**src/rtl/adc_spi_responder.sv**
```systemverilog
// rtl/adc_spi_responder.sv - SPI responder emulating a 4-channel 12-bit SAR ADC, oversampled by clk
module adc_spi_responder #(
    parameter int NUM_CH  = 4,
    parameter int SYNC_FF = 2
) (
    input  logic                   clk,
    input  logic                   rst,
    input  logic                   cs_n,
    input  logic                   sclk,
    input  logic                   mosi,
    input  logic [12*NUM_CH-1:0]   ch_data,
    output logic                   miso,
    output logic                   miso_oe,
    output logic                   conv_done,
    output logic [2:0]             conv_ch,
    output logic                   conv_sgl,
    output logic [11:0]            conv_data
);

    typedef enum logic [2:0] {
        IDLE,
        WAIT_START,
        CMD,
        SAMPLE,
        DATA,
        DONE
    } state_t;

    state_t state, state_nxt;

    logic [SYNC_FF-1:0] cs_sync;
    logic [SYNC_FF-1:0] sclk_sync;
    logic [SYNC_FF-1:0] mosi_sync;
    logic               sclk_prev;
    logic               cs_s;
    logic               sclk_s;
    logic               mosi_s;
    logic               rise;
    logic               fall;

    logic [4:0]  rcnt;
    logic        cmd_sgl;
    logic [2:0]  cmd_d;
    logic [11:0] res;
    logic [11:0] shreg;
    logic [11:0] result;

    // cs_n resets high so a held-low pin still needs a fresh detection before a frame starts
    always_ff @(posedge clk or negedge rst) begin
        if (!rst) begin
            cs_sync   <= '1;
            sclk_sync <= '0;
            mosi_sync <= '0;
            sclk_prev <= 1'b0;
        end else begin
            cs_sync   <= {cs_sync[SYNC_FF-2:0], cs_n};
            sclk_sync <= {sclk_sync[SYNC_FF-2:0], sclk};
            mosi_sync <= {mosi_sync[SYNC_FF-2:0], mosi};
            sclk_prev <= sclk_sync[SYNC_FF-1];
        end
    end

    assign cs_s   = cs_sync[SYNC_FF-1];
    assign sclk_s = sclk_sync[SYNC_FF-1];
    assign mosi_s = mosi_sync[SYNC_FF-1];
    assign rise   = sclk_s & ~sclk_prev;
    assign fall   = ~sclk_s & sclk_prev;

    function automatic logic [11:0] pick_ch(input logic [12*NUM_CH-1:0] v, input logic [2:0] idx);
        logic [11:0] r;
        r = '0;
        for (int k = 0; k < NUM_CH; k++) begin
            if (idx == 3'(k)) r = v[12*k +: 12];
        end
        return r;
    endfunction

    logic [2:0]  sel_idx;
    logic [1:0]  pair;
    logic [11:0] in_pos;
    logic [11:0] in_neg;
    logic [12:0] diff;

    always_comb begin
        sel_idx = cmd_d & 3'(NUM_CH - 1);
        pair    = cmd_d[2:1] & 2'(NUM_CH / 2 - 1);
        in_pos  = pick_ch(ch_data, {pair, cmd_d[0]});
        in_neg  = pick_ch(ch_data, {pair, ~cmd_d[0]});
        diff    = {1'b0, in_pos} - {1'b0, in_neg};
        if (cmd_sgl) begin
            result = pick_ch(ch_data, sel_idx);
        end else if (diff[12]) begin
            result = 12'd0;
        end else begin
            result = diff[11:0];
        end
    end

    always_ff @(posedge clk or negedge rst) begin
        if (!rst) begin
            state <= IDLE;
        end else begin
            state <= state_nxt;
        end
    end

    always_comb begin
        state_nxt = state;
        if (cs_s) begin
            state_nxt = IDLE;
        end else begin
            case (state)
                IDLE:       state_nxt = WAIT_START;
                WAIT_START: if (rise && mosi_s) state_nxt = CMD;
                CMD:        if (rise && rcnt == 5'd4) state_nxt = SAMPLE;
                SAMPLE:     if (rise) state_nxt = DATA;
                DATA:       if (fall && rcnt == 5'd18) state_nxt = DONE;
                DONE:       state_nxt = DONE;
                default:    state_nxt = IDLE;
            endcase
        end
    end

    // rcnt holds the index of the last rising edge, so a fall seen with rcnt==n is Fn
    always_ff @(posedge clk or negedge rst) begin
        if (!rst) begin
            rcnt      <= '0;
            cmd_sgl   <= 1'b0;
            cmd_d     <= '0;
            res       <= '0;
            shreg     <= '0;
            miso      <= 1'b0;
            miso_oe   <= 1'b0;
            conv_done <= 1'b0;
            conv_ch   <= '0;
            conv_sgl  <= 1'b0;
            conv_data <= '0;
        end else begin
            conv_done <= 1'b0;
            if (cs_s) begin
                rcnt    <= '0;
                miso    <= 1'b0;
                miso_oe <= 1'b0;
            end else begin
                case (state)
                    WAIT_START: begin
                        if (rise && mosi_s) rcnt <= 5'd1;
                    end
                    CMD: begin
                        if (rise) begin
                            rcnt <= rcnt + 5'd1;
                            case (rcnt)
                                5'd1:    cmd_sgl  <= mosi_s;
                                5'd2:    cmd_d[2] <= mosi_s;
                                5'd3:    cmd_d[1] <= mosi_s;
                                5'd4:    cmd_d[0] <= mosi_s;
                                default: ;
                            endcase
                        end
                    end
                    SAMPLE: begin
                        if (rise) begin
                            rcnt  <= rcnt + 5'd1;
                            res   <= result;
                            shreg <= result;
                        end
                    end
                    DATA: begin
                        if (rise && rcnt != 5'd31) rcnt <= rcnt + 5'd1;
                        if (fall) begin
                            if (rcnt == 5'd6) begin
                                miso    <= 1'b0;
                                miso_oe <= 1'b1;
                            end else if (rcnt >= 5'd7) begin
                                miso  <= shreg[11];
                                shreg <= {shreg[10:0], 1'b0};
                                if (rcnt == 5'd18) begin
                                    conv_done <= 1'b1;
                                    conv_ch   <= cmd_d;
                                    conv_sgl  <= cmd_sgl;
                                    conv_data <= res;
                                end
                            end
                        end
                    end
                    DONE: begin
                        if (fall) miso <= 1'b0;
                    end
                    default: ;
                endcase
            end
        end
    end

endmodule
```
**config.mk**
```make
export PLATFORM = sky130hd
export DESIGN_NAME = adc_spi_responder
export DESIGN_NICKNAME = d
export VERILOG_FILES = /design/src/rtl/adc_spi_responder.sv
export SDC_FILE = /design/constraint.sdc
export NUM_CORES = 1
export LEC_CHECK = 0
export CORE_ASPECT_RATIO = 1.1
export CORE_MARGIN = 3
export CORE_UTILIZATION = 51
export CTS_CLUSTER_SIZE = 25
export DETAILED_ROUTE_END_ITERATION = 8
export PLACE_DENSITY = 0.78
export SLEW_MARGIN = 10
export SYNTH_ARGS = -nofsm -noshare
export SYNTH_HDL_FRONTEND = slang
export SYNTH_SLANG_ARGS = --single-unit
```
**constraint.sdc**
```tcl
create_clock -name clk -period 9.7 [get_ports clk]
set_input_delay 1.94 -clock clk [delete_from_list [all_inputs] [get_ports clk]]
set_output_delay 1.94 -clock clk [all_outputs]
set_load 0.1 [all_outputs]
```
; After elaboration in Yosys (flattened, before gate mapping)
; Cells that the tools add are included.
[op_classes]
add_sub_neg = 2
magnitude_cmp = 1
n_eq_ne = 31
muxes = 42
bitwise_logic = 7
n_reduce_logical = 25
[ops]
columns = op, count
row1 = 2-to-1 mux 12 bit, 14
row2 = AND reduction 4 bit, 7
row3 = case mux 12 bit (2 select lines), 1
row4 = "inequality test 3 bit, second input constant", 7
row5 = 2-to-1 mux 5 bit, 4
row6 = case mux 3 bit (6 select lines), 1
row7 = 2-to-1 mux 1 bit, 15
row8 = 2-to-1 mux 3 bit, 5
row9 = case mux 5 bit (3 select lines), 1
row10 = subtractor 12 x 12 -> 13 bit, 1
row11 = AND reduction 6 bit, 2
row12 = "== test 5 x 2 -> 1 bit, second input constant", 2
row13 = "== test 5 x 3 -> 1 bit, second input constant", 2
row14 = zero test 3 bit, 3
row15 = "== test 2 bit, second input constant", 4
row16 = "inequality test 2 bit, second input constant", 4
row17 = nonzero test 2 bit, 4
row18 = "== test 3 x 2 -> 1 bit, second input constant", 2
row19 = "== test 3 bit, second input constant", 2
row20 = AND reduction 3 bit, 2
row21 = "adder 5 x 1 -> 5 bit, second input constant", 1
row22 = "== test 5 x 1 -> 1 bit, second input constant", 1
row23 = "== test 5 bit, second input constant", 1
row24 = "greater-or-equal comparator 5 x 3 -> 1 bit, second input constant", 1
row25 = other kinds (12), 21
[totals]
regBits = 62
input_bits = 53
out_inout_bits = 19
word_cells = 126

; Depth between registers and ports, before layout
[logic_depth]
ltp_word = 11
depth_mapped = 14
ltp_nobuf = 11

; Worst setup path after synthesis
; Ideal clock, no wire load.
[synth_timing]
path_kind = input-to-reg
from = input port ch_data[24]
to = register shreg[8]
setup_time_ps = 86
t_arrival_ps = 4199
required_time_ps = 9614
setup_slack_ps = 5415
stages = 11
cell_sequence = mux4_2 ha_1 fa_1 nor2b_1 o211ai_1 a21boi_2 o211ai_1 a21oi_1 buf_6 a221oi_1 nor3_1
[synth_via]
elab_chain_len = 7
elab_cells_between_ends = 9
[synth_lines]
columns = item, line
row1 = from (decl), 11  ; input logic [12*NUM_CH-1:0] ch_data,
row2 = 2-to-1 mux 12 bit (2 in series), 73  ; if (idx == 3'(k)) r = v[12*k +: 12];
row3 = subtractor 12 x 12 -> 13 bit *, 89  ; diff = {1'b0, in_pos} - {1'b0, in_neg};
row4 = 2-to-1 mux 12 bit *, 92  ; end else if (diff[12]) begin
row5 = 2-to-1 mux 12 bit *, 90  ; if (cmd_sgl) begin
row6 = 2-to-1 mux 12 bit *, 162  ; if (rise) begin
row7 = case mux 12 bit (2 select lines) *, 145  ; case (state)
row8 = to (signal assigned), 165  ; shreg <= result;
row9 = to (signal assigned), 176  ; shreg <= {shreg[10:0], 1'b0};
row10 = to (decl), 45  ; logic [11:0] shreg;
; Mark *: on every way between the ends. The rest lies on a longest branch, timed or not. The select of a mux whose other input is x is not followed.
; A chain may end at the register's enable or synchronous reset.

; Worst setup path in the final report
; Same ends and word-level chain as after synthesis.

==> run_results.csv <==
group,metric,value,unit
synth,netlist_instances,399,
sta,worst_pin_slew,0.971,ns
critical_path,cp.arrival,5.39,ns
synth,syn_area_per_cell,10.1,um^2
detailed_routing,wire_per_inst,15.1,um
sta,final.setup.tns,0,ns
critical_path,critPathMaxFanout,12,
global_routing,grt_start_max_net_pins,63,
detailed_routing,antenna_left,0,
critical_path,worstSetupPathType,"input pin to register",
clocking,cts_tree,"done",
sta,rsz0062_at_grt,"no",
synth,synth_edf_count,0,
synth,ys_warn_count,0,
detailed_routing,routed_wl,8690,um
finish,final_area,4950,um^2
min_path,hold_class,"register to register",
sta,setup_viol,0,
critical_path,start_kind,"input pin",
clocking,htreeDepth,3,
die,die_x,90.9,um
synth,synth-seq-cells,62,
synth,async_flop_share,100,%
global_routing,track_usage,20.5,%
global_routing,grt_pass1_vias,3273,
power,finalPower,0.000640,W
finish,layout.nets,536,
sta,fmax,195,MHz
synth,synthTopCellsByArea,"dfrtp_1, mux4_2, nand2_1",
clocking,worstSkewPairLatency,0.34,ns
clocking,cts_sinks,62,
clocking,cts-buffers-inserted,9,
critical_path,crit_top_cell,"o211ai_1",
placement,gp_congestion,0.903,
finish,num_antenna_cells,0,
critical_path,cp.required,9.95,ns
die,num_rows,33,
clocking,post_cts_buffers,0,
synth,ys_seq_area_share,38.4,%
synth,ys_types,66,
placement,dp_slack,4.22,ns
critical_path,cpMaxStageDelayCell,"a21oi_1",
synth,yosysTopAreaCellShare,37.1,%
die,dieArea,9030,um^2
die,fp.dieH,99.4,um
detailed_routing,post_drt_via_cell_ratio,5.65,
detailed_routing,routed-via-count,3246,
sta,slew_headroom,35.1,%
detailed_routing,drt_iter0_markers,206,
power,powerDensity,129,nW/um^2
placement,io_buffers,71,
finish,synthToLayoutAreaGrowth,22.5,%
critical_path,cpPeakStageDelay,0.74,ns
clocking,cts_hold_buf,0,
synth,synth_area,4040,um^2
global_routing,antenna_found_initial,0,
detailed_routing,remaining_drc_errors,0,
sta,finalHoldViolations,0,
critical_path,crit_path_end_kind,"register",
detailed_routing,dr.pass1.iters,4,
die,io_pins,72,
sta,slew_violations,0,
run_status,status,"finished clean",
clocking,cts.clk_slew.worst_paths,0.07,ns
power,p_leak,2.18,nW
clocking,root_buffer,"clkbuf_8",
synth,synthFlopType,"dfrtp_1",
sta,finalCritPeriodShare,53.0,%
die,core,7600,um^2
synth,yosysTopAreaCell,"dfrtp_1",
power,irDropWorstVdd,0.0000745,V
sta,fin_skew,0.00641,ns
sta,setup_slack,4.56,ns
global_routing,grt_overflow_total,0,
clocking,cts_buffer_depth,2,
placement,postPlaceCellArea,4750,um^2
synth,synth_nets,470,
finish,final_cell_mix,"nand2_1, clkdlybuf4s50_1, dfrtp_1",
clocking,cts.repair.resized,0,
placement,dp_hpwl,6640,um
flow_run,max_cap_viol_count,0,
critical_path,cp_cell_sequence,"clkdlybuf4s50_1 -> mux4_2 -> ha_1 -> fa_1 -> nor2b_1 -> o211ai_1 -> a21boi_2 -> o211ai_1 -> a21oi_1 -> a221oi_1 -> nor3_1",
sta,period_minus_slack,5.14,ns
finish,drive_gt1_share,14.5,%
die,start_util,53.2,%
global_routing,grt_pass1_wl,15100,um
area by class of cell:
cell class | count | area (um^2)
fill | 632 | 2640
multi-input combinational | 298 | 2260
sequential | 62 | 1550
timing repair buffer | 75 | 736
clock buffer | 13 | 159
tap | 105 | 131
inverter | 19 | 76.3
clock inverter | 3 | 42.5
layer usage:
| metal | share of wire, % | vias to the layer above | GRT usage [%] | wire (um) |
|---|---|---|---|---|
| li1 | - | 1581 | - | - |
| met1 | 46 | 1538 | 27.6 | 3980 |
| met2 | 47 | 113 | 33.6 | 4080 |
| met3 | 5.6 | 14 | 3.63 | 486 |
| met4 | 1.7 | 0 | 7.66 | 150 |
| met5 | 0 | - | 0 | 0 |
worst paths after layout:
kind,from,endpoint,slack (ns),cells past startpoint
worst max-delay path,ch_data[24],shreg[8],4.56,11
min in group asynchronous,rst,rcnt[2],1.76,2
max in group asynchronous,rst,shreg[0],7.45,2
worst min-delay path,cs_sync[0],cs_sync[1],0.35,0
worst min register to register,cs_sync[0],cs_sync[1],0.35,0
worst max register to register,cmd_d[0],shreg[8],5.74,11
critical path: cells and delay by family:
kind / cells / cell delay (ns)
AND/OR/NAND/NOR: 2 / 0.45
multiplexers: 1 / 0.47
AO/OA/AOI/OAI: 5 / 1.49
buffers and inverters: 1 / 0.41
adder cells (fa/ha/maj): 2 / 0.63
state kept, by name, indices dropped and copies added, names as in the netlist, 2 cells and up:
name and count:
conv_data 12, res 12, shreg 12, rcnt 5
cmd_d 3, conv_ch 3, state 3, cs_sync 2
mosi_sync 2, sclk_sync 2
cells by family after synthesis:
logic type / count (synthesis) / share of synthesized area [%]
flip-flops: 62 / 38.4
AND/OR/NAND/NOR: 161 / 19.2
AO/OA/AOI/OAI: 82 / 14.4
buffers and inverters: 39 / 5.79
multiplexers: 28 / 14.6
adder cells (fa/ha/maj): 18 / 5.75
XOR/XNOR: 9 / 1.95
cells in the mapped netlist (3+ instances only):
cell type  instances
buf_2              6
nor2b_1            3
nand2b_1           4
clkbuf_8           3
mux4_2            23
nor3_1            11
inv_1             18
dfrtp_1           60
o21ai_0           21
a221oi_1           7
and3_2             5
a21oi_1           16
clkbuf_1           4
a21o_1             7
nand3_1            8
xnor2_1            7
nor2_1            34
nand2_1           70
mux2_2             4
o211ai_1           3
nand3b_1           3
buf_6              5
a31oi_1            3
and3_1             3
ha_1              17
per-stage QoR:
stage / hold WS [ns] / cells / util, %
3_5_place_dp: 0.336 / 559 / 62.6
4_1_cts: 0.353 / 575 / 65.2
3_3_place_gp: 0.331 / 559 / 62.6
5_1_grt: 0.355 / 575 / 65.2
2_1_floorplan: 0.331 / 399 / -
6_report: 0.353 / 575 / 65.2
power by group:
part	internal, W	total (W)	switching (W)
logic	0.0000571	0.000110	0.0000528
registers	0.000279	0.000295	0.0000159
clock network	0.000133	0.000235	0.000102
total	0.000469	0.000640	0.000171
Power figures use the tool's default switching activity.
